### config.mk
export PLATFORM = sky130hd
export DESIGN_NAME = clk_switch_ctrl
export DESIGN_NICKNAME = d
export VERILOG_FILES = /design/src/rtl/clk_switch_pkg.sv /design/src/rtl/clk_switch_timer.sv /design/src/rtl/clk_switch_ctrl.sv
export SDC_FILE = /design/constraint.sdc
export NUM_CORES = 1
export LEC_CHECK = 0
export ABC_AREA = 1
export BUFFER_PORTS_ARGS = -buffer_cell sky130_fd_sc_hd__buf_4
export CORE_AREA = 2 2 46 48
export CTS_CLUSTER_SIZE = 24
export DETAILED_ROUTE_END_ITERATION = 16
export DIE_AREA = 0 0 48 50
export MAX_ROUTING_LAYER = met4
export SYNTH_ARGS = -nofsm -noshare
export SYNTH_HDL_FRONTEND = slang
export SYNTH_SLANG_ARGS = --single-unit
### constraint.sdc
create_clock -name clk_i -period 2.7 [get_ports clk_i]
set_input_delay 0.675 -clock clk_i [delete_from_list [all_inputs] [get_ports clk_i]]
set_output_delay 0.675 -clock clk_i [all_outputs]
set_load 0.01 [all_outputs]
### src/rtl/clk_switch_pkg.sv
// clk_switch_pkg: shared FSM state type for the clock switch controller
package clk_switch_pkg;
  typedef enum logic {IDLE, SETTLE} state_e;
endpackage

### src/rtl/clk_switch_timer.sv
// clk_switch_timer: loadable settle down-counter that holds at zero
// Ports: clk/rst (sync, active-high), load + load_val preset the count,
// en decrements once per cycle, zero_o flags a count of zero.
module clk_switch_timer #(
  parameter int W = 4
) (
  input  logic         clk,
  input  logic         rst,
  input  logic         load,
  input  logic [W-1:0] load_val,
  input  logic         en,
  output logic         zero_o
);
  logic [W-1:0] cnt_q, cnt_d;
  always_comb cnt_d = load ? load_val : (en && cnt_q != '0) ? cnt_q - W'(1) : cnt_q;
  always_ff @(posedge clk) cnt_q <= rst ? '0 : cnt_d;
  assign zero_o = cnt_q == '0;
endmodule

### src/rtl/clk_switch_ctrl.sv
// clk_switch_ctrl: sequences select changes for a glitch-free clock mux
// Ports: clk_i/rst_i (sync, active-high); req_valid_i/req_sel_i/req_ready_o
// request handshake; clk_active_i per-source alive flags; sel_o registered
// mux select; busy_o settling; done_o/err_o/fallback_o one-cycle pulses.
module clk_switch_ctrl
  import clk_switch_pkg::*;
#(
  parameter int NUM_INPUTS    = 2,
  parameter int SETTLE_CYCLES = 16,
  parameter int DEFAULT_SEL   = 0,
  localparam int SEL_WIDTH    = $clog2(NUM_INPUTS)
) (
  input  logic                  clk_i,
  input  logic                  rst_i,
  input  logic                  req_valid_i,
  input  logic [SEL_WIDTH-1:0]  req_sel_i,
  output logic                  req_ready_o,
  input  logic [NUM_INPUTS-1:0] clk_active_i,
  output logic [SEL_WIDTH-1:0]  sel_o,
  output logic                  busy_o,
  output logic                  done_o,
  output logic                  err_o,
  output logic                  fallback_o
);
  localparam int NSEL = 1 << SEL_WIDTH;
  localparam int CW = $clog2(SETTLE_CYCLES + 1);
  localparam logic [SEL_WIDTH-1:0] DEF = SEL_WIDTH'(DEFAULT_SEL);
  state_e state_q, state_d;
  logic [SEL_WIDTH-1:0] sel_q, sel_d;
  logic done_q, done_d, err_q, err_d, fb_q, fb_d;
  logic [NSEL-1:0] act_ext;
  logic fb_pend, acc, bad, start, zero, settle_end;
  // widen so any select code can index; nonexistent sources read as dead
  assign act_ext = NSEL'(clk_active_i);
  always_comb begin
    fb_pend = state_q == IDLE && !act_ext[sel_q] && sel_q != DEF && act_ext[DEF];
    req_ready_o = state_q == IDLE && !fb_pend && !rst_i;
    acc = req_valid_i && req_ready_o;
    bad = int'(req_sel_i) >= NUM_INPUTS || !act_ext[req_sel_i];
    start = fb_pend || (acc && !bad && req_sel_i != sel_q);
    settle_end = state_q == SETTLE && zero;
    sel_d = fb_pend ? DEF : start ? req_sel_i : sel_q;
    state_d = start ? SETTLE : settle_end ? IDLE : state_q;
    done_d = settle_end || (acc && !bad && req_sel_i == sel_q);
    err_d = acc && bad;
    fb_d = fb_pend;
  end
  always_ff @(posedge clk_i) begin
    if (rst_i) begin
      state_q <= IDLE;
      sel_q <= DEF;
      done_q <= 1'b0;
      err_q <= 1'b0;
      fb_q <= 1'b0;
    end else begin
      state_q <= state_d;
      sel_q <= sel_d;
      done_q <= done_d;
      err_q <= err_d;
      fb_q <= fb_d;
    end
  end
  clk_switch_timer #(.W(CW)) u_timer (
    .clk(clk_i),
    .rst(rst_i),
    .load(start),
    .load_val(CW'(SETTLE_CYCLES - 1)),
    .en(state_q == SETTLE),
    .zero_o(zero)
  );
  assign sel_o = sel_q;
  assign busy_o = state_q == SETTLE;
  assign done_o = done_q;
  assign err_o = err_q;
  assign fallback_o = fb_q;
endmodule

==> metrics.md, run 1 <==
| Metric | Value |
|---|---|
| Ant diodes | `0` |
| GR Util All Layers | `10.97%` |
| Vias in the first global route | `472` |
| Remaining global-route overflow | `0` |
| Clk root buf | `clkbuf_4` |
| CP required | `2.03 ns` |
| Core area | `0.001902 sq mm` |
| Final nets | `103` |
| Ys Warns | `0` |
| Max-slew violation total from the final report | `0` |
| Leakage | `0.3889 nW` |
| Register area share after synthesis | `35.32%` |
| R2R setup slack | `1.33 ns` |
| Antenna Nets Post-Route | `0` |
| Setup violators final | `0` |
| Iteration-0 DRC Markers | `8` |
| Post-cts sizing count | `0` |
| Synthesized area | `566.8 sq um` |
| Setup TNS | `0 ns` |
| First-pass GRT wire length | `1821 um` |
| CP Launch Point | `clk_active_i[0]` |
| CP Capture Point | `req_ready_o` |
| Commonest non-fill, non-tap cell in the layout | `nand2_1` |
| Max cap viols | `0` |
| PwrDens | `504.9 mW/mm^2` |
| Fin. Hold Viols | `0` |
| Status | `complete, no violations` |
| CTS tree | `done` |
| Gp weighted congestion | `0.7246` |
| Vias | `522` |
| H-tree levels | `1` |
| Highest clock rate | `524.5 MHz` |
| R2r startpoint | `busy_o` |
| I/O pin cnt | `12` |
| Final Critical Period | `1.906 ns` |
| Max transition margin | `75.41%` |
| CP endpoint kind | `output pin` |
| DR pass1 iterations | `3` |
| Flops & latches, synth | `10` |
| Clock latency at the later pin of the worst-skew pair | `0.27 ns` |
| Pint | `0.2625 mW` |
| Worst vdd ir | `0.3524 mV` |
| Layout overhead on the synthesized area | `24.94%` |
| Ratio of cells with drive above 1 in the final layout | `21.05%` |
| # hold bufs at CTS | `0` |
| Switching fraction of total power | `26.58%` |
| Chip width | `48 um` |
| Starting density of the core | `29.80%` |
| Initial antenna violation count | `0` |
| Async S/R FF share, synth | `0%` |
| Primary FF master, synth | `dfxtp_1` |
| Yosys cell types | `19` |
| EDFF count, synth | `0` |
| Row cnt | `16` |
| Die Area | `0.002400 sq mm` |
| Syn Area/Cell | `6.997 sq um` |
| Seq pwr share | `44.6%` |
| Number of fill cells | `199` |
| Largest net degree at the start of global routing | `12` |
| WS Path Type | `input pin to output pin` |
| Worst setup SP type | `input pin` |
| Length in cells of the worst reg-to-reg path | `6` |
| RSZ-0062 raised after global routing | `false` |
| Reg2reg end | `u_timer.cnt_q[4]` |
| Syn Inst Count | `81` |
| HPWL after detailed placement | `786.8 um` |
| Vias per std cell | `4.279` |
| Net Sw Power | `0.09503 mW` |
| Count of input and output buffers | `11` |
| Longest Clk Path Bufs | `2` |
| Post-CTS setup repair buffer count | `0` |
| WL/cell | `8.926 um` |
| Most frequent cells in the layout | `nand2_1 (19), inv_1 (17), buf_4 (11)` |
| CTS clk-pin slew, worst paths | `0.06 ns` |
| Clock power frac | `37.8%` |
| Synthesized Nets | `88` |
| Total wire length | `1089 um` |
| Tcrit/Tclk final | `70.61%` |
| Worst Max-Slew Pin Slew | `0.3684 ns` |
| Worst min-delay path class | `register to register` |
| DR DRC count | `0` |
| Combinational power share | `17.7%` |
| Die Ht | `50 um` |
| Final core utilization | `37.24%` |
| CTS buffer count | `3` |
| Critical Path Fanout Max | `4` |
| CP arrival | `1.23 ns` |
| Worst Skew | `0.002757 ns` |
| CTS Sinks | `10` |
[cell families (layout without fill, tap and decap cells)]
kind of cell    count (synthesis)  count (layout)  synth area share, %
simple gates                   46              46                40.18
compound gates                  5               5                7.505
fa+ha+maj                       1               1                2.207
flops                          10              10                35.32
buf+inv                        18              32                13.24
xor+xnor                        1               1                1.546
[worst min path at each step]
| stage | startpoint | to | slack, ns | cells after the start |
|---|---|---|---|---|
| after floorplan | u_timer.cnt_q[4] | u_timer.cnt_q[4] | 0.43 | 2 |
| after detailed placement | u_timer.cnt_q[4] | u_timer.cnt_q[4] | 0.45 | 2 |
| final | u_timer.cnt_q[4] | u_timer.cnt_q[4] | 0.45 | 2 |
| after global placement | u_timer.cnt_q[4] | u_timer.cnt_q[4] | 0.45 | 2 |
| after global routing | u_timer.cnt_q[4] | u_timer.cnt_q[4] | 0.49 | 2 |
| after CTS | u_timer.cnt_q[4] | u_timer.cnt_q[4] | 0.46 | 2 |
[area by class of cell]
type                       count  area [sq um]  share of cell area, %
timing repair buffer          11         82.58                  11.66
multi-input combinational     53         291.5                  41.17
tap                           27         33.78                  4.770
inverter                      17         63.81                  9.011
clock buffer                   4         36.28                  5.124
sequential                    10         200.2                  28.27
[registers in the layout (all words and copies together), names as in the netlist]
name and count:
done_o 1, err_o 1, fallback_o 1, busy_o 1, sel_o 1, u_timer.cnt_q 5
[cell usage after synthesis, types with 2 or more instances]
master / count / area [sq um]
nand2_1: 19 / 71.32
inv_1: 17 / 63.81
dfxtp_1: 10 / 200.2
nand3_1: 10 / 50.05
nor2_1: 10 / 37.54
nand4_1: 2 / 12.51
[worst max-delay path, cell delays in order]
cell and delay (ns):
buf_4 0.12, nand2_1 0.10, o21bai_4 0.07, nor2_4 0.13
buf_4 0.14
[metal layers]
metal / track usage [%] / up-vias / routed length (um)
li1: - / 282 / -
met1: 12.22 / 223 / 507
met2: 16.44 / 15 / 492
met3: 6.593 / 2 / 84
met4: 2.703 / 0 / 5
met5: - / - / 0
[power groups by stage]
| stage | sequential (mW) | clock (mW) | combinational (mW) |
|---|---|---|---|
| floorplan | 0.162 | 0 | 0.0429 |
| global placement | 0.163 | 0 | 0.0625 |
| detailed placement | 0.163 | 0 | 0.0635 |
| CTS | 0.159 | 0.141 | 0.0638 |
| global route | 0.160 | 0.149 | 0.0723 |
| finish | 0.159 | 0.135 | 0.0631 |
[stage by stage]
step | power, mW | setup slack (ns) | area [sq um] | hold slack, ns | std cells
6_report | 0.3575 | 0.7935 | 708.2 | 0.4543 | 122
5_1_grt | 0.3815 | 0.7362 | 708.2 | 0.4871 | 122
4_1_cts | 0.3638 | 0.7846 | 708.2 | 0.4592 | 122
3_5_place_dp | 0.2262 | 0.7852 | 671.9 | 0.4464 | 118
3_3_place_gp | 0.2251 | 0.8029 | 671.9 | 0.4462 | 118
2_1_floorplan | 0.2050 | 1.047 | 566.8 | 0.4323 | 81
Power figures use the tool's default switching activity.
==> inputs of run 2 (changes only) <==
==> constraint.sdc (replaced) <==
create_clock -name clk_i -period 1.8 [get_ports clk_i]
set_input_delay 0.45 -clock clk_i [delete_from_list [all_inputs] [get_ports clk_i]]
set_output_delay 0.45 -clock clk_i [all_outputs]
set_load 0.01 [all_outputs]
==> metrics.md, run 2 (synthesized netlist as in run 1, its figures left out) <==
| Metric | Value |
|---|---|
| Status | `complete, no violations` |
| Placed cells | `119` |
| Worst Skew | `0.001373 ns` |
| # hold bufs at CTS | `0` |
| Tcrit/Tclk final | `87.37%` |
| Worst min-delay path class | `input pin to register` |
| R2R setup slack | `0.45 ns` |
| Vias per std cell | `4.268` |
| PwrDens | `749.4 mW/mm^2` |
| Number of fill cells | `205` |
| Largest register FFs | `5` |
| Leakage | `0.3943 nW` |
| Longest Clk Path Bufs | `2` |
| Worst Max-Slew Pin Slew | `0.3527 ns` |
| Hold path depth | `2` |
| WL/cell | `8.715 um` |
| Clock latency at the later pin of the worst-skew pair | `0.27 ns` |
| Chip width | `48 um` |
| CTS Sinks | `10` |
| Die Area | `0.002400 sq mm` |
| RSZ-0062 raised after global routing | `false` |
| Vias in the first global route | `449` |
| Hold Path Origin | `rst_i` |
| Starting density of the core | `29.80%` |
| Pre-CTS setup slack | `0.3314 ns` |
| R2r startpoint | `u_timer.cnt_q[0]` |
| Worst setup SP type | `register` |
| Max-slew violation total from the final report | `0` |
| Remaining global-route overflow | `0` |
| Post-CTS setup repair buffer count | `0` |
| CP required | `1.35 ns` |
| Commonest non-fill, non-tap cell in the layout | `nand2_1` |
| Post-cts sizing count | `0` |
| Die Ht | `50 um` |
| H-tree levels | `1` |
| Count of input and output buffers | `11` |
| Reg with most FFs | `u_timer.cnt_q` |
| CTS tree | `done` |
| Vias | `525` |
| Initial antenna violation count | `0` |
| Gp weighted congestion | `0.8274` |
| Worst vdd ir | `0.2589 mV` |
| Most frequent cells in the layout | `nand2_1 (19), inv_1 (17), buf_4 (12)` |
| Core area | `0.001902 sq mm` |
| GR Util All Layers | `10.87%` |
| Max cap viols | `0` |
| Final nets | `104` |
| WS Path Type | `register to output pin` |
| First-pass GRT wire length | `1752 um` |
| Placed Area | `679.4 sq um` |
| Final Critical Period | `1.573 ns` |
| Ant diodes | `0` |
| Max transition margin | `76.42%` |
| Total wire length | `1072 um` |
| DR DRC count | `0` |
| Setup violators final | `0` |
| Antenna Nets Post-Route | `0` |
| CP endpoint kind | `output pin` |
| Fin. Hold Viols | `0` |
| Layout overhead on the synthesized area | `26.27%` |
| Hold worst-path end | `u_timer.cnt_q[3]` |
| Row cnt | `16` |
| CP arrival | `1.12 ns` |
| Clk root buf | `clkbuf_4` |
| DR pass1 iterations | `4` |
| Critical Path Fanout Max | `5` |
| Iteration-0 DRC Markers | `14` |
| CTS buffer count | `3` |
| Largest net degree at the start of global routing | `10` |
| Length in cells of the worst reg-to-reg path | `9` |
| Non-Filler Instances | `123` |
| HPWL after detailed placement | `793.3 um` |
| Highest clock rate | `635.9 MHz` |
| Design Power | `0.5364 mW` |
| Ratio of cells with drive above 1 in the final layout | `21.88%` |
| Reg2reg end | `u_timer.cnt_q[0]` |
| CTS clk-pin slew, worst paths | `0.07 ns` |
| I/O pin cnt | `12` |
| Post-Layout Inst Area | `715.7 sq um` |
| Setup TNS | `0 ns` |
| PnR worst setup slack | `0.2273 ns` |
## run 2: changes by cell type in the layout (fill, tap and decap cells not counted), sizes merged
| cell | delta |
|---|---|
| buf | +1 |
## run 2: routing by layer
| metal | track usage [%] | routed length, um | part of all wire [%] | vias up |
|---|---|---|---|---|
| met4 | 6.757 | 15 | 1.4 | 0 |
| met2 | 16.44 | 473 | 44 | 20 |
| met5 | - | 0 | 0 | - |
| met3 | 4.396 | 91 | 8.5 | 2 |
| met1 | 11.26 | 491 | 46 | 222 |
| li1 | - | - | - | 281 |
## run 2: cell type report
class / count / area, sq um / area share (%)
Inverter: 17 / 63.81 / 8.916
Sequential cell: 10 / 200.2 / 27.97
Clock buffer: 4 / 36.28 / 5.070
Multi-Input combinational cell: 53 / 291.5 / 40.73
Timing Repair Buffer: 12 / 90.09 / 12.59
Tap cell: 27 / 33.78 / 4.720
## run 2: worst max-delay path, stage by stage, from the launching register on
cell	delay [ns]
dfxtp_1	0.40
nand2_1	0.11
o21bai_4	0.14
nor2_4	0.06
buf_4	0.14
## run 2: worst max-delay path by stage
stage	start	endpoint	slack [ns]	depth (start not counted)
final	sel_o	req_ready_o	0.23	4
after global routing	sel_o	req_ready_o	0.15	4
after CTS	sel_o	req_ready_o	0.21	4
after detailed placement	clk_active_i[0]	req_ready_o	0.33	5
after global placement	clk_active_i[0]	req_ready_o	0.35	5
after floorplan	busy_o	req_ready_o	0.57	3
## run 2: stage by stage
| step | hold WS (ns) | util, % |
|---|---|---|
| detailed placement | 0.4429 | 35.72 |
| CTS | 0.3724 | 37.63 |
| global placement | 0.4479 | 35.72 |
| global route | 0.3709 | 37.63 |
| finish | 0.3817 | 37.63 |
| floorplan | 0.4323 | - |
## run 2: where the power goes
part	leakage, nW	internal (mW)	total, mW	switching [mW]
Combinational	0.292	0.0408	0.0971	0.0563
Clock	0.0210	0.123	0.202	0.0791
Sequential	0.0812	0.231	0.237	0.00621
